**src/rtl/sll_64b_pipe_if.sv**
```systemverilog
// Operation bus for the 64-bit pipelined left shifter/rotator.
// The master issues operations on init_i and collects results on done_o.
interface sll_64b_pipe_if;
    localparam int unsigned W = 64;

    logic         init_i;
    logic         rotate_i;
    logic [W-1:0] shift_i;
    logic [W-1:0] data_i;
    logic         done_o;
    logic [W-1:0] data_o;

    modport master (
        output init_i, rotate_i, shift_i, data_i,
        input  done_o, data_o
    );

    modport slave (
        input  init_i, rotate_i, shift_i, data_i,
        output done_o, data_o
    );
endinterface

```
**src/rtl/sll_64b_pipe.sv**
```systemverilog
// 64-bit pipelined logical-left shifter / left rotator with a one-hot amount.
// Pipeline registers are placed after the encoder, any barrel stage and the output.
module sll_64b_pipe #(
    parameter bit       ENC_REG    = 1'b1,
    parameter bit [5:0] STAGE_MASK = 6'b001001,
    parameter bit       OUT_REG    = 1'b1
) (
    input  logic         clk_i,
    input  logic         rst_n_i,
    sll_64b_pipe_if.slave bus
);
    localparam int unsigned W    = 64;
    localparam int unsigned AW   = 6;
    localparam int unsigned NSTG = 6;

    // Highest set bit of the one-hot amount wins; all-zero means no shift.
    function automatic logic [AW-1:0] encode(input logic [W-1:0] s);
        logic [AW-1:0] n;
        n = '0;
        for (int i = 0; i < W; i++) begin
            if (s[i]) n = AW'(i);
        end
        return n;
    endfunction

    function automatic logic [W-1:0] stage_shift(input logic [W-1:0] d, input logic rot,
                                                 input int k);
        int unsigned sh;
        sh = 32'd1 << k;
        if (rot) return (d << sh) | (d >> (W - sh));
        return d << sh;
    endfunction

    logic          e_vld_d, e_vld_q;
    logic          e_rot_d, e_rot_q;
    logic [AW-1:0] e_amt_d, e_amt_q;
    logic [W-1:0]  e_dat_d, e_dat_q;

    logic          s_vld_d [NSTG];
    logic          s_vld_q [NSTG];
    logic          s_rot_d [NSTG];
    logic          s_rot_q [NSTG];
    logic [AW-1:0] s_amt_d [NSTG];
    logic [AW-1:0] s_amt_q [NSTG];
    logic [W-1:0]  s_dat_d [NSTG];
    logic [W-1:0]  s_dat_q [NSTG];

    logic          c_vld;
    logic          c_rot;
    logic [AW-1:0] c_amt;
    logic [W-1:0]  c_dat;

    logic          done_q;
    logic [W-1:0]  data_q;

    assign e_vld_d = bus.init_i;
    assign e_rot_d = bus.rotate_i;
    assign e_amt_d = encode(bus.shift_i);
    assign e_dat_d = bus.data_i;

    // Walk the barrel; each stage either feeds forward combinationally or via its register.
    always_comb begin
        if (ENC_REG) begin
            c_vld = e_vld_q;
            c_rot = e_rot_q;
            c_amt = e_amt_q;
            c_dat = e_dat_q;
        end else begin
            c_vld = e_vld_d;
            c_rot = e_rot_d;
            c_amt = e_amt_d;
            c_dat = e_dat_d;
        end
        for (int k = 0; k < NSTG; k++) begin
            s_vld_d[k] = c_vld;
            s_rot_d[k] = c_rot;
            s_amt_d[k] = c_amt;
            s_dat_d[k] = c_amt[k] ? stage_shift(c_dat, c_rot, k) : c_dat;
            if (STAGE_MASK[k]) begin
                c_vld = s_vld_q[k];
                c_rot = s_rot_q[k];
                c_amt = s_amt_q[k];
                c_dat = s_dat_q[k];
            end else begin
                c_vld = s_vld_d[k];
                c_rot = s_rot_d[k];
                c_amt = s_amt_d[k];
                c_dat = s_dat_d[k];
            end
        end
    end

    // Data registers load every cycle; only the valid bits sequence operations.
    always_ff @(posedge clk_i or negedge rst_n_i) begin
        if (!rst_n_i) begin
            e_vld_q <= 1'b0;
            e_rot_q <= 1'b0;
            e_amt_q <= '0;
            e_dat_q <= '0;
            for (int k = 0; k < NSTG; k++) begin
                s_vld_q[k] <= 1'b0;
                s_rot_q[k] <= 1'b0;
                s_amt_q[k] <= '0;
                s_dat_q[k] <= '0;
            end
            done_q <= 1'b0;
            data_q <= '0;
        end else begin
            e_vld_q <= e_vld_d;
            e_rot_q <= e_rot_d;
            e_amt_q <= e_amt_d;
            e_dat_q <= e_dat_d;
            for (int k = 0; k < NSTG; k++) begin
                s_vld_q[k] <= s_vld_d[k];
                s_rot_q[k] <= s_rot_d[k];
                s_amt_q[k] <= s_amt_d[k];
                s_dat_q[k] <= s_dat_d[k];
            end
            done_q <= c_vld;
            data_q <= c_vld ? c_dat : '0;
        end
    end

    // Unregistered output is gated by reset so nothing leaks while rst_n_i is low.
    assign bus.done_o = OUT_REG ? done_q : (rst_n_i & c_vld);
    assign bus.data_o = OUT_REG ? data_q : ((rst_n_i & c_vld) ? c_dat : '0);
endmodule

```
**src/flat_wrapper.sv**
```systemverilog
// flat-port wrapper written by rule: the top's interface ports become plain ports
module sll_64b_pipe_flat 
#(
    parameter bit       ENC_REG    = 1'b1,
    parameter bit [5:0] STAGE_MASK = 6'b001001,
    parameter bit       OUT_REG    = 1'b1
)
  (clk_i, rst_n_i, bus_init_i, bus_rotate_i, bus_shift_i, bus_data_i, bus_done_o, bus_data_o);
  sll_64b_pipe_if bus_i ();
  input  logic clk_i;
  input  logic rst_n_i;
  input wire logic [$bits(bus_i.init_i)-1:0] bus_init_i;
  input wire logic [$bits(bus_i.rotate_i)-1:0] bus_rotate_i;
  input wire logic [$bits(bus_i.shift_i)-1:0] bus_shift_i;
  input wire logic [$bits(bus_i.data_i)-1:0] bus_data_i;
  output wire logic [$bits(bus_i.done_o)-1:0] bus_done_o;
  output wire logic [$bits(bus_i.data_o)-1:0] bus_data_o;
  assign bus_i.init_i = bus_init_i;
  assign bus_i.rotate_i = bus_rotate_i;
  assign bus_i.shift_i = bus_shift_i;
  assign bus_i.data_i = bus_data_i;
  assign bus_done_o = bus_i.done_o;
  assign bus_data_o = bus_i.data_o;
  sll_64b_pipe #(.ENC_REG(ENC_REG), .STAGE_MASK(STAGE_MASK), .OUT_REG(OUT_REG)) u_core (.clk_i(clk_i), .rst_n_i(rst_n_i), .bus(bus_i));
endmodule
```
**config.mk**
```make
export PLATFORM = sky130hd
export DESIGN_NAME = sll_64b_pipe_flat
export DESIGN_NICKNAME = d
export VERILOG_FILES = /design/src/rtl/sll_64b_pipe_if.sv /design/src/rtl/sll_64b_pipe.sv /design/src/flat_wrapper.sv
export SDC_FILE = /design/constraint.sdc
export NUM_CORES = 1
export LEC_CHECK = 0
export ABC_CLOCK_PERIOD_IN_PS = 2450
export CORE_MARGIN = 10
export CORE_UTILIZATION = 54
export DETAILED_ROUTE_END_ITERATION = 12
export PLACE_DENSITY = 0.87
export SLEW_MARGIN = 15
export SYNTH_ARGS = -nofsm -noshare
export SYNTH_HDL_FRONTEND = slang
export SYNTH_SLANG_ARGS = --single-unit
export TNS_END_PERCENT = 5
```
**constraint.sdc**
```tcl
create_clock -name clk_i -period 2.45 [get_ports clk_i]
set_input_delay 0.245 -clock clk_i [delete_from_list [all_inputs] [get_ports clk_i]]
set_output_delay 0.245 -clock clk_i [all_outputs]
set_load 0.03 [all_outputs]
```
# Word-level counts from Yosys, hierarchy flattened
# Index checks and enable logic that the tools add are counted.
# totals
regBits	281
latchBits	0
mem_bits_rw	0
romBits	0
inputBits	132
output_inout_bits	65
word_cells	105
memories	0
# op_classes
add_sub_neg	0
n_mul	0
div	0
n_lt_le_gt_ge	0
eq_ne	0
shifts	0
mux	85
bitwise_logic	6
n_reduce_logical	0
# ops
op	n
64-bit two-way mux	19
6-bit two-way mux	62
64-bit by 1-bit OR with 64-bit output	1
64-bit by 16-bit OR with 64-bit output	1
64-bit by 2-bit OR with 64-bit output	1
64-bit by 32-bit OR with 64-bit output	1
64-bit by 4-bit OR with 64-bit output	1
64-bit by 8-bit OR with 64-bit output	1
1-bit two-way mux	4

# Longest topological paths before layout
# Gate-level depths: netlist (run 1).
# logic_depth
depth_word	63
depth_mapped	7
ltp_nobuf	6

# Worst setup path before layout (run 1)
# Ideal clock, no wire load.
# synth_timing
path_kind	reg-to-reg
startpoint	register u_core.s_amt_q, in the netlist u_core.s_amt_d[14]
endpoint	register u_core.s_dat_q[148] in the netlist's numbering
setup_ns	0.138
arrival_ns	1.642
t_required_ns	2.312
path_slack_ns	0.670
stages_incl_launch_ff	5
path_buffers	2
period_less_slack_ns	1.780
cell_sequence	dfrtp_1 buf_2 buf_1 mux2_2 mux4_2
# synth_lines
item	line_no	text
start, declared	sll_64b_pipe.sv:44	logic [AW-1:0] s_amt_q [NSTG];
start signal, assigned by index	sll_64b_pipe.sv:116	s_amt_q[k] <= s_amt_d[k];
end signal, assigned by index	sll_64b_pipe.sv:117	s_dat_q[k] <= s_dat_d[k];
end, declared	sll_64b_pipe.sv:46	logic [W-1:0] s_dat_q [NSTG];

==> insert_results.sql, run 1 <==
INSERT INTO impl_metrics (metric_group, metric, value, unit) VALUES
('setup_path', 'setup.worst_path.end_class', 'flip-flop', ''),
('yosys', 'post_synth.cell_area_avg', '12.7', 'µm²'),
('setup_path', 'reg2reg_depth', '3', ''),
('setup_path', 'r2r_setup_slack', '0.57', 'ns'),
('die', 'floorplan.io_pins', '197', ''),
('yosys', 'syn_area', '12500', 'µm²'),
('layout', 'final_layout_net_count', '1292', ''),
('die', 'rows', '55', ''),
('die', 'floorplan.die.height', '172', 'µm'),
('yosys', 'synth-edff-count', '0', ''),
('timing', 'rsz0062_at_grt', 'no', ''),
('yosys', 'netlist_top_cells_count', 'dfrtp_1 (276), mux2_2 (131), mux2i_1 (76), nand2_1 (62), nor2_1 (40)', ''),
('clocking', 'clk_pin_slew_worst_paths', '0.06', 'ns'),
('clocking', 'tritoncts.num_buffers', '28', ''),
('yosys', 'dominantRegCellSynth', 'dfrtp_1', ''),
('clocking', 'h-tree-depth', '1', ''),
('hold_path', 'whs_path_depth', '1', ''),
('die', 'chipWidth', '172', 'µm'),
('status', 'outcome', 'finished clean', ''),
('global_route', 'antenna_violations_before_repair', '0', ''),
('yosys', 'mappedNetlistNets', '1112', ''),
('place', 'buffer_ports.inserted', '195', ''),
('routing', 'route.vias.total', '8434', ''),
('layout', 'synthToLayoutAreaGrowth', '26.1', '%'),
('setup_path', 'cp_data_arrival_time', '2.28', 'ns'),
('setup_path', 'timing.setup.critical_path_class', 'reg -> reg', ''),
('yosys', 'synth-seq-cells', '276', ''),
('routing', 'wire_per_inst', '21.1', 'µm'),
('yosys', 'synth_unique_cells', '44', ''),
('timing', 'part_of_the_cycle_the_worst_path_needs', '76.8', '%'),
('die', 'dieArea', '29600', 'µm²'),
('timing', 'maxSlewViolCount', '0', ''),
('layout', 'final_design_area_no_fill', '15700', 'µm²'),
('yosys', 'synth_most_common_cell', 'dfrtp_1', ''),
('place', 'dp.final_hpwl', '23300', 'µm'),
('clocking', 'skew_pair_late_insertion_delay', '0.54', 'ns'),
('global_route', 'largest_net_degree_at_the_start_of_global_routing', '105', ''),
('yosys', 'synth.top_cells.by_area', 'dfrtp_1 (55%), mux2_2 (12%), mux4_2 (6.7%)', ''),
('die', 'floorplan.initialDensity', '54.9', '%'),
('power_and_ir_drop', 'power_leakage', '7.14', 'nW'),
('setup_path', 'cp_data_required_time', '2.85', 'ns'),
('power_and_ir_drop', 'fin_total_pwr', '11.1', 'mW'),
('clocking', 'cts_buffer_depth', '3', ''),
('run', 'cap_violations', '0', ''),
('yosys', 'synth_top_area_share', '55.3', '%'),
('routing', 'drt-pass1-iter-count', '5', ''),
('timing', 'finalWorstPathRequiredPeriod', '1.88', 'ns'),
('routing', 'drt_iter0_drc', '626', ''),
('timing', 'worst_slew_pin_slew', '0.703', 'ns'),
('setup_path', 'r2r_start', 'u_core.s_amt_d[14]$_DFF_PN0_', ''),
('hold_path', 'worstHoldStart', 'bus_data_i[39]', ''),
('yosys', 'synth_largest_area_cell', 'dfrtp_1', ''),
('timing', 'slew_headroom', '51.9', '%'),
('die', 'fp.coreArea', '22700', 'µm²'),
('global_route', 'grt_first_pass_wirelength', '48000', 'µm'),
('routing', 'drc', '0', ''),
('timing', 'finalSetupTns', '0', 'ns'),
('power_and_ir_drop', 'p_per_area', '708', 'nW/µm²'),
('setup_path', 'critical_path_fanout_max', '36', ''),
('clocking', 'postCtsSetupBuffers', '0', ''),
('global_route', 'grt_util_all_layers', '20.8', '%'),
('setup_path', 'worstSetupStartpointType', 'flip-flop', ''),
('place', 'postPlaceCellArea', '14800', 'µm²'),
('place', 'gp_congestion', '0.909', ''),
('clocking', 'cts_sinks', '276', ''),
('yosys', 'share_of_async_settable_or_async_resettable_flops_after_synthesis', '100', '%'),
('layout', 'antenna_diode_count', '0', ''),
('routing', 'postRouteWirelength', '31000', 'µm'),
('timing', 'max_freq', '531', 'MHz'),
('hold_path', 'min_delay_worst_endpoint', 'u_core.e_dat_q[39]$_DFF_PN0_', ''),
('timing', 'hold_viol_final', '0', '');
layer usage:
| layer | track usage (%) | routed length (µm) | vias to the layer above |
|---|---|---|---|
| li1 | - | - | 3929 |
| met3 | 4.65 | 2340 | 67 |
| met1 | 26.1 | 12300 | 4072 |
| met5 | 0 | 0 | - |
| met4 | 7.05 | 1100 | 0 |
| met2 | 34.8 | 15200 | 366 |
cells in the final DEF (no fill, tap or decap), types with 3 or more instances in the layout:
cell type,instances
dfrtp_2,5
o21ai_0,24
nor3_1,15
nor2b_1,36
clkbuf_16,29
clkbuf_8,6
clkinvlp_4,5
dfrtp_1,270
o22ai_1,24
clkdlybuf4s50_1,194
mux2i_1,76
and3_1,18
nor4_1,20
o211a_1,16
a21oi_1,19
o21bai_1,4
or4_1,4
clkbuf_1,5
mux2_2,131
inv_1,12
o31ai_1,3
a31oi_1,35
and2_1,16
mux4_2,37
nand2_1,62
nor2_1,40
nand3_1,3
buf_4,9
nand2b_1,22
buf_12,9
stage by stage:
stage / hold slack, ns / utilization [%] / setup WS, ns / cells
3_5_place_dp: 0.239 / 65.1 / 0.187 / 1414
5_1_grt: 0.129 / 69.3 / 0.514 / 1465
4_1_cts: 0.130 / 69.3 / 0.576 / 1465
3_3_place_gp: 0.239 / 65.1 / 0.305 / 1414
6_report: 0.142 / 69.3 / 0.568 / 1465
2_1_floorplan: -0.0506 / - / 0.670 / 980
worst max-delay path, cell delays in order (launching register included):
cell	delay (ns)
dfrtp_2	0.53
buf_12	0.25
mux2_2	0.42
mux4_2	0.53
registers in the layout, indices dropped and copies added, names as in the netlist:
| name | count |
|---|---|
| u_core.s_amt_d | 5 |
| u_core.c_vld | 1 |
| u_core.bus.done_o | 1 |
| u_core.e_dat_q | 64 |
| u_core.c_rot | 1 |
| u_core.e_rot_q | 1 |
| u_core.c_amt | 2 |
| u_core.e_vld_q | 1 |
| u_core.bus.data_o | 64 |
| u_core.s_rot_d | 1 |
| u_core.s_dat_q | 128 |
| u_core.e_amt_q | 6 |
| u_core.s_vld_d | 1 |
area by class of cell:
| cell class | instances | area, µm² |
|---|---|---|
| repair buffers | 214 | 2210 |
| inverters | 13 | 48.8 |
| fillers | 1523 | 6970 |
| clock buffers | 40 | 827 |
| flip-flops and latches | 276 | 6920 |
| clock inverters | 10 | 116 |
| well taps | 285 | 357 |
| multi-input cells | 627 | 5260 |
cell families (layout without fill, tap and decap cells):
| kind of cell | after synthesis | in the layout | share of synthesized area [%] |
|---|---|---|---|
| simple gates | 242 | 242 | 10.0 |
| flops | 276 | 276 | 55.3 |
| mux | 244 | 244 | 24.6 |
| buf+inv | 77 | 277 | 2.51 |
| compound gates | 141 | 141 | 7.52 |
where the power goes:
group          internal [mW]  leakage, nW  switching (mW)
Sequential              4.92         3.31           0.252
Clock                   2.55        0.448            1.72
Combinational          0.855         3.38           0.851
Total                   8.32         7.14            2.82
worst max path at each step:
stage | startpoint | to | slack (ns) | depth (start not counted)
floorplan | u_core.s_amt_d[14]$_DFF_PN0_ | u_core.s_dat_q[148]$_DFF_PN0_ | 0.67 | 4
global placement | bus_shift_i[54] | u_core.e_amt_q[0]$_DFF_PN0_ | 0.31 | 7
detailed placement | bus_shift_i[42] | u_core.e_amt_q[0]$_DFF_PN0_ | 0.19 | 6
CTS | u_core.s_amt_d[14]$_DFF_PN0_ | u_core.s_dat_q[169]$_DFF_PN0_ | 0.58 | 3
global route | u_core.c_rot$_DFF_PN0_ | u_core.bus.data_o[31]$_DFF_PN0_ | 0.51 | 3
finish | u_core.s_amt_d[14]$_DFF_PN0_ | u_core.s_dat_q[169]$_DFF_PN0_ | 0.57 | 3
what timing repair did:
item / in CTS / in global routing
gates resized for setup: 0 / 0
hold endpoints to repair: 59 / 0
hold buffers: 1 / 0
Power figures use the tool's default switching activity.
==> run 2: changes to the inputs <==
ABC_CLOCK_PERIOD_IN_PS = 1900   (was 2450)
clock period = 1.9 ns   (was 2.45 ns; I/O delays follow)
==> run 2 against run 1 <==
Against the previous run: cell area up 1.7%; hold slack worse by 0.055 ns; final cell count up 1.8%; clock power up 37%; critical path depth up 1; non-clock buffer count up 24; critical path type unchanged; highest routed layer is now met5.
==> insert_results.sql, run 2 (synthesis gave the netlist of run 1 again) <==
INSERT INTO impl_metrics (metric_group, metric, value, unit) VALUES
('global_route', 'grt_first_pass_wirelength', '49000', 'µm'),
('layout', 'layout-drive-gt1-share', '22.6', '%'),
('die', 'chipWidth', '172', 'µm'),
('timing', 'finalSetupViolCount', '0', ''),
('power_and_ir_drop', 'fin_total_pwr', '14.8', 'mW'),
('layout', 'synthToLayoutAreaGrowth', '28.3', '%'),
('timing', 'rsz0062_at_grt', 'no', ''),
('routing', 'drc', '0', ''),
('status', 'outcome', 'finished clean', ''),
('setup_path', 'r2r_start', 'u_core.s_amt_d[13]$_DFF_PN0_', ''),
('timing', 'max_freq', '560', 'MHz'),
('routing', 'antenna_left', '0', ''),
('clocking', 'h-tree-depth', '1', ''),
('clocking', 'postCtsSetupBuffers', '0', ''),
('clocking', 'cts_tree', 'yes', ''),
('routing', 'routed-wl-met2', '15500', 'µm'),
('hold_path', 'min_delay_worst_endpoint', 'u_core.e_dat_q[39]$_DFF_PN0_', ''),
('setup_path', 'worstSetupStartpointType', 'flip-flop', ''),
('global_route', 'largest_net_degree_at_the_start_of_global_routing', '75', ''),
('timing', 'finalWorstPathRequiredPeriod', '1.79', 'ns'),
('layout', 'largest_register', 'u_core.s_dat_q', ''),
('routing', 'met3WireLength', '2520', 'µm'),
('layout', 'most_frequent_standard_cell_in_the_layout_excluding_fill_and_tap_cells', 'dfrtp_1', ''),
('global_route', 'grt_util_all_layers', '21.1', '%'),
('timing', 'part_of_the_cycle_the_worst_path_needs', '94.0', '%'),
('power_and_ir_drop', 'p_per_area', '921', 'nW/µm²'),
('setup_path', 'cp_data_required_time', '2.31', 'ns'),
('clocking', 'ctsRootBufferMaster', 'clkbuf_16', ''),
('timing', 'final.setup.worst_slack', '0.113', 'ns'),
('layout', 'register_area', '6920', 'µm²'),
('global_route', 'antenna_violations_before_repair', '1', ''),
('timing', 'slew_headroom', '50.3', '%'),
('hold_path', 'timing.hold.worst.class', 'in -> reg', ''),
('routing', 'highest_layer', 'met5', ''),
('clocking', 'tritoncts.num_buffers', '28', ''),
('setup_path', 'timing.setup.critical_path_class', 'reg -> reg', ''),
('timing', 'hold_viol_final', '0', ''),
('place', 'buffer_ports.inserted', '195', ''),
('place', 'gp_congestion', '0.927', ''),
('routing', 'drt-met1-wl', '12300', 'µm'),
('global_route', 'number_of_global_route_vias_before_repair', '8990', ''),
('layout', 'post-route-util', '70.5', '%'),
('clocking', 'clk_pin_slew_worst_paths', '0.07', 'ns'),
('setup_path', 'reg2reg_depth', '4', ''),
('setup_path', 'cp_data_arrival_time', '2.20', 'ns'),
('routing', 'route.vias.total', '8721', ''),
('hold_path', 'worstHoldStart', 'bus_data_i[39]', ''),
('die', 'dieArea', '29600', 'µm²'),
('power_and_ir_drop', 'peakVddDrop', '0.722', 'mV'),
('setup_path', 'r2r-end', 'u_core.s_dat_q[129]$_DFF_PN0_', ''),
('die', 'fp.coreArea', '22700', 'µm²'),
('layout', 'final_cell_mix', 'dfrtp_1 (270), clkdlybuf4s50_1 (194), mux2_2 (131)', ''),
('die', 'floorplan.die.height', '172', 'µm'),
('clocking', 'cts_sinks', '276', ''),
('layout', 'multiInputGateArea', '5260', 'µm²'),
('die', 'floorplan.initialDensity', '54.9', '%'),
('timing', 'worst_slew_pin_slew', '0.745', 'ns'),
('routing', 'wire_per_inst', '21.1', 'µm'),
('run', 'cap_violations', '0', ''),
('clocking', 'skew_pair_late_insertion_delay', '0.54', 'ns'),
('routing', 'drt-pass1-iter-count', '5', ''),
('place', 'post-place-ws', '-0.194', 'ns'),
('place', 'dp.final_hpwl', '23300', 'µm'),
('die', 'rows', '55', ''),
('layout', 'antenna_diode_count', '0', ''),
('die', 'floorplan.io_pins', '197', ''),
('layout', 'final_layout_net_count', '1316', ''),
('timing', 'fin_worst_skew', '0.0152', 'ns'),
('timing', 'maxSlewViolCount', '0', ''),
('hold_path', 'whs_path_depth', '1', ''),
('setup_path', 'r2r_setup_slack', '0.11', 'ns'),
('power_and_ir_drop', 'power_leakage', '7.31', 'nW'),
('routing', 'postRouteWirelength', '31500', 'µm'),
('routing', 'vias_per_cell', '5.85', ''),
('layout', 'layout_filler_cell_count', '1471', ''),
('routing', 'drt_iter0_drc', '737', ''),
('setup_path', 'setup.worst_path.end_class', 'flip-flop', ''),
('global_route', 'leftover_overflow_at_the_end_of_global_routing', '0', ''),
('clocking', 'cts_buffer_depth', '3', ''),
('setup_path', 'critical_path_fanout_max', '18', ''),
('layout', 'number_of_flip_flops_under_the_largest_register_name', '128', '');
-- run 2: changes by cell type in the layout (fill, tap and decap cells not counted), sizes merged --
cell,previous run,this run
clkinvlp,5,3
buf,19,43
clkinv,2,7
clkbuf,40,36
bufinv,2,5
-- run 2: per-layer routing --
metal | global-route usage [%] | vias to the layer above
met4 | 7.08 | 2
li1 | - | 3982
met3 | 5.38 | 74
met2 | 35.4 | 419
met5 | 0 | -
met1 | 26.0 | 4244
-- run 2: how the worst max path moves through the flow --
stage                                       startpoint                            end  cells after the start
final                     u_core.s_amt_d[13]$_DFF_PN0_  u_core.s_dat_q[129]$_DFF_PN0_                      4
after CTS                 u_core.s_amt_d[14]$_DFF_PN0_  u_core.s_dat_q[130]$_DFF_PN0_                      4
after floorplan           u_core.s_amt_d[14]$_DFF_PN0_  u_core.s_dat_q[148]$_DFF_PN0_                      4
after global routing      u_core.s_amt_d[13]$_DFF_PN0_  u_core.s_dat_q[140]$_DFF_PN0_                      5
after global placement                 bus_shift_i[54]    u_core.e_amt_q[0]$_DFF_PN0_                      7
after detailed placement               bus_shift_i[54]    u_core.e_amt_q[0]$_DFF_PN0_                      7
-- run 2: final cells by class --
type	count	share of cell area, %
clock inverters	16	1.35
well taps	285	2.23
clock buffers	36	4.95
inverters	13	0.305
repair buffers	238	15.1
multi-input cells	627	32.8
flip-flops and latches	276	43.2
-- run 2: what timing repair did --
action | CTS | global route
hold buffers | 1 | 0
resized for setup | 0 | 1
endpoints found under the setup margin | 0 | 1
endpoints found under the hold margin | 67 | 0
-- run 2: metrics by stage --
step | area [µm²] | TNS, ns | hold slack [ns] | std cells
finish | 16000 | 0 | 0.0869 | 1491
CTS | 16000 | 0 | 0.0724 | 1491
detailed placement | 15000 | -0.401 | 0.207 | 1438
floorplan | 12500 | 0 | -0.106 | 980
global route | 16000 | 0 | 0.0717 | 1491
global placement | 15000 | -0.222 | 0.198 | 1438
-- run 2: worst max-delay path, cell delays in order (launching register included) --
cell	delay [ns]
dfrtp_4	0.60
inv_2	0.35
a21oi_1	0.15
o22a_1	0.26
o22ai_1	0.30
-- run 2: report_power, final --
group | internal, mW | switching, mW
logic | 1.13 | 1.13
clock network | 3.62 | 2.22
registers | 6.34 | 0.316
==> run 3: changes to the inputs <==
GPL_TIMING_DRIVEN = 0   (was unset)
PLACE_DENSITY = 0.88   (was 0.87)
==> run 3 against run 2 <==
Against the previous run: fmax decreased by 4.3%; wire length is 7.1% higher; non-clock buffer count increased by 24; first-iteration DRC count fell by 1.8%; clock skew up 0.0028 ns; cell area down 1.8%; core utilization decreased by 1.3 points; setup slack worse by 0.080 ns; combinational power is essentially flat.
==> insert_results.sql, run 3 (synthesis gave the netlist of run 1 again) <==
INSERT INTO impl_metrics (metric_group, metric, value, unit) VALUES
('global_route', 'grt_first_pass_wirelength', '51400', 'µm'),
('timing', 'fin_worst_skew', '0.0181', 'ns'),
('global_route', 'global_route_track_usage_on_met3', '3.92', '%'),
('clocking', 'ctsRootBufferMaster', 'clkbuf_16', ''),
('layout', 'post-route-util', '69.2', '%'),
('timing', 'maxSlewViolCount', '0', ''),
('global_route', 'grt_util_met1', '27.8', '%'),
('timing', 'part_of_the_cycle_the_worst_path_needs', '98.2', '%'),
('run', 'cap_violations', '0', ''),
('die', 'rows', '55', ''),
('setup_path', 'r2r_setup_slack', '0.03', 'ns'),
('routing', 'wire_per_inst', '22.4', 'µm'),
('die', 'chipWidth', '172', 'µm'),
('global_route', 'largest_net_degree_at_the_start_of_global_routing', '119', ''),
('die', 'dieArea', '29600', 'µm²'),
('layout', 'synthToLayoutAreaGrowth', '25.9', '%'),
('place', 'buffer_ports.inserted', '195', ''),
('timing', 'max_freq', '536', 'MHz'),
('die', 'floorplan.die.height', '172', 'µm'),
('routing', 'vias_per_cell', '5.92', ''),
('layout', 'final_cell_mix', 'dfrtp_1 (276), clkdlybuf4s50_1 (194), mux2_2 (131)', ''),
('timing', 'worst_slew_pin_slew', '0.656', 'ns'),
('layout', 'multiInputGateArea', '5280', 'µm²'),
('timing', 'finalWorstPathRequiredPeriod', '1.87', 'ns'),
('routing', 'postRouteWirelength', '33700', 'µm'),
('routing', 'antenna_left', '0', ''),
('clocking', 'clk_pin_slew_worst_paths', '0.07', 'ns'),
('die', 'floorplan.io_pins', '197', ''),
('clocking', 'h-tree-depth', '1', ''),
('power_and_ir_drop', 'fin_total_pwr', '13.7', 'mW'),
('setup_path', 'critical_path_fanout_max', '10', ''),
('setup_path', 'timing.setup.critical_path_class', 'reg -> reg', ''),
('setup_path', 'cp_data_arrival_time', '2.31', 'ns'),
('timing', 'hold_viol_final', '0', ''),
('setup_path', 'worstSetupStartpointType', 'flip-flop', ''),
('routing', 'drt-pass1-iter-count', '5', ''),
('clocking', 'postCtsSetupBuffers', '0', ''),
('power_and_ir_drop', 'peakVddDrop', '0.800', 'mV'),
('place', 'gp_congestion', '0.909', ''),
('global_route', 'top_usage_layer', 'met2', ''),
('routing', 'route.vias.total', '8918', ''),
('layout', 'antenna_diode_count', '0', ''),
('clocking', 'cts_sinks', '276', ''),
('hold_path', 'timing.hold.worst.class', 'in -> reg', ''),
('layout', 'final_layout_net_count', '1338', ''),
('status', 'outcome', 'finished clean', ''),
('layout', 'register_area', '6910', 'µm²'),
('setup_path', 'cp_data_required_time', '2.34', 'ns'),
('clocking', 'tritoncts.num_buffers', '26', ''),
('layout', 'largest_register', 'u_core.s_dat_q', ''),
('layout', 'layout-drive-gt1-share', '20.2', '%'),
('place', 'dp.final_hpwl', '25700', 'µm'),
('global_route', 'global_route.usage.met2', '38.0', '%'),
('layout', 'layout_filler_cell_count', '1557', ''),
('routing', 'drc', '0', ''),
('layout', 'number_of_flip_flops_under_the_largest_register_name', '128', ''),
('die', 'floorplan.initialDensity', '54.9', '%'),
('timing', 'rsz0062_at_grt', 'yes', ''),
('timing', 'finalSetupViolCount', '0', ''),
('global_route', 'antenna_violations_before_repair', '1', ''),
('die', 'fp.coreArea', '22700', 'µm²'),
('clocking', 'skew_pair_late_insertion_delay', '0.54', 'ns'),
('power_and_ir_drop', 'p_per_area', '873', 'nW/µm²'),
('timing', 'slew_headroom', '55.1', '%'),
('layout', 'most_frequent_standard_cell_in_the_layout_excluding_fill_and_tap_cells', 'dfrtp_1', ''),
('power_and_ir_drop', 'power_leakage', '7.09', 'nW'),
('global_route', 'leftover_overflow_at_the_end_of_global_routing', '0', ''),
('clocking', 'cts_tree', 'yes', ''),
('layout', 'post_layout_nonfiller_instances', '1507', ''),
('clocking', 'cts_buffer_depth', '3', ''),
('global_route', 'number_of_global_route_vias_before_repair', '9295', ''),
('routing', 'drt_iter0_drc', '724', ''),
('global_route', 'grt_util_all_layers', '22.3', '%'),
('place', 'placed_cells_incl_taps', '1462', ''),
('setup_path', 'setup.worst_path.end_class', 'flip-flop', '');
## run 3: cell count changes in the layout (fill, tap and decap cells not counted), moves of 6 or more
cell	change
dfrtp_1	+6
clkbuf_1	+35
buf_12	-11
clkbuf_4	+6
buf_1	+6
buf_4	-20
## run 3: cell type report
class | instances | area share (%)
Buffer | 64 | 2.01
Clock buffer | 33 | 4.37
Clock inverter | 11 | 0.637
Inverter | 13 | 0.311
Multi-Input combinational cell | 627 | 33.6
Sequential cell | 276 | 44.0
Tap cell | 285 | 2.27
Timing Repair Buffer | 198 | 12.9
## run 3: power breakdown
group          internal [mW]  switching [mW]  total (mW)
Clock                   2.69            2.08        4.77
Combinational           1.11            1.15        2.26
Sequential              6.34           0.338        6.68
## run 3: critical path: stages, from the launching register on
cell,delay [ns]
dfrtp_1,0.36
clkbuf_4,0.21
inv_2,0.25
clkbuf_1,0.42
o21ai_0,0.29
mux2i_1,0.25
## run 3: worst paths after layout
| path | start | end | depth (start not counted) |
|---|---|---|---|
| max | u_core.s_amt_d[13]$_DFF_PN0_ | u_core.s_dat_q[185]$_DFF_PN0_ | 5 |
| min | bus_data_i[14] | u_core.e_dat_q[14]$_DFF_PN0_ | 1 |
| max reg2reg | u_core.s_amt_d[13]$_DFF_PN0_ | u_core.s_dat_q[185]$_DFF_PN0_ | 5 |
| min reg2reg | u_core.e_amt_q[2]$_DFF_PN0_ | u_core.s_amt_d[14]$_DFF_PN0_ | 0 |
| max in group asynchronous | rst_n_i | u_core.bus.data_o[63]$_DFF_PN0_ | 3 |
| min in group asynchronous | rst_n_i | u_core.s_dat_q[366]$_DFF_PN0_ | 2 |
## run 3: stage by stage
stage / hold slack, ns / cell area (µm²) / TNS, ns / worst slack [ns]
2_1_floorplan: -0.106 / 12500 / 0 / 0.120
3_3_place_gp: 0.334 / 14800 / -2747.23 / -9.97
3_5_place_dp: 0.141 / 14800 / -7.85 / -0.296
4_1_cts: 0.0739 / 15700 / -0.00428 / -0.00428
5_1_grt: 0.0692 / 15700 / -0.117 / -0.0457
6_report: 0.0843 / 15700 / 0 / 0.0335
## run 3: routing by layer
metal  part of all wire (%)  up-vias
met5                  0.039        -
met4                    3.7        2
met3                    7.5       96
met2                     50      439
met1                     39     4352
li1                       -     4029
## run 3: what timing repair did
action,in CTS,in global routing
pin swaps,0,0
setup endpoints to repair,80,66
gates resized for setup,19,13
hold buffers,1,0
hold endpoints to repair,53,0
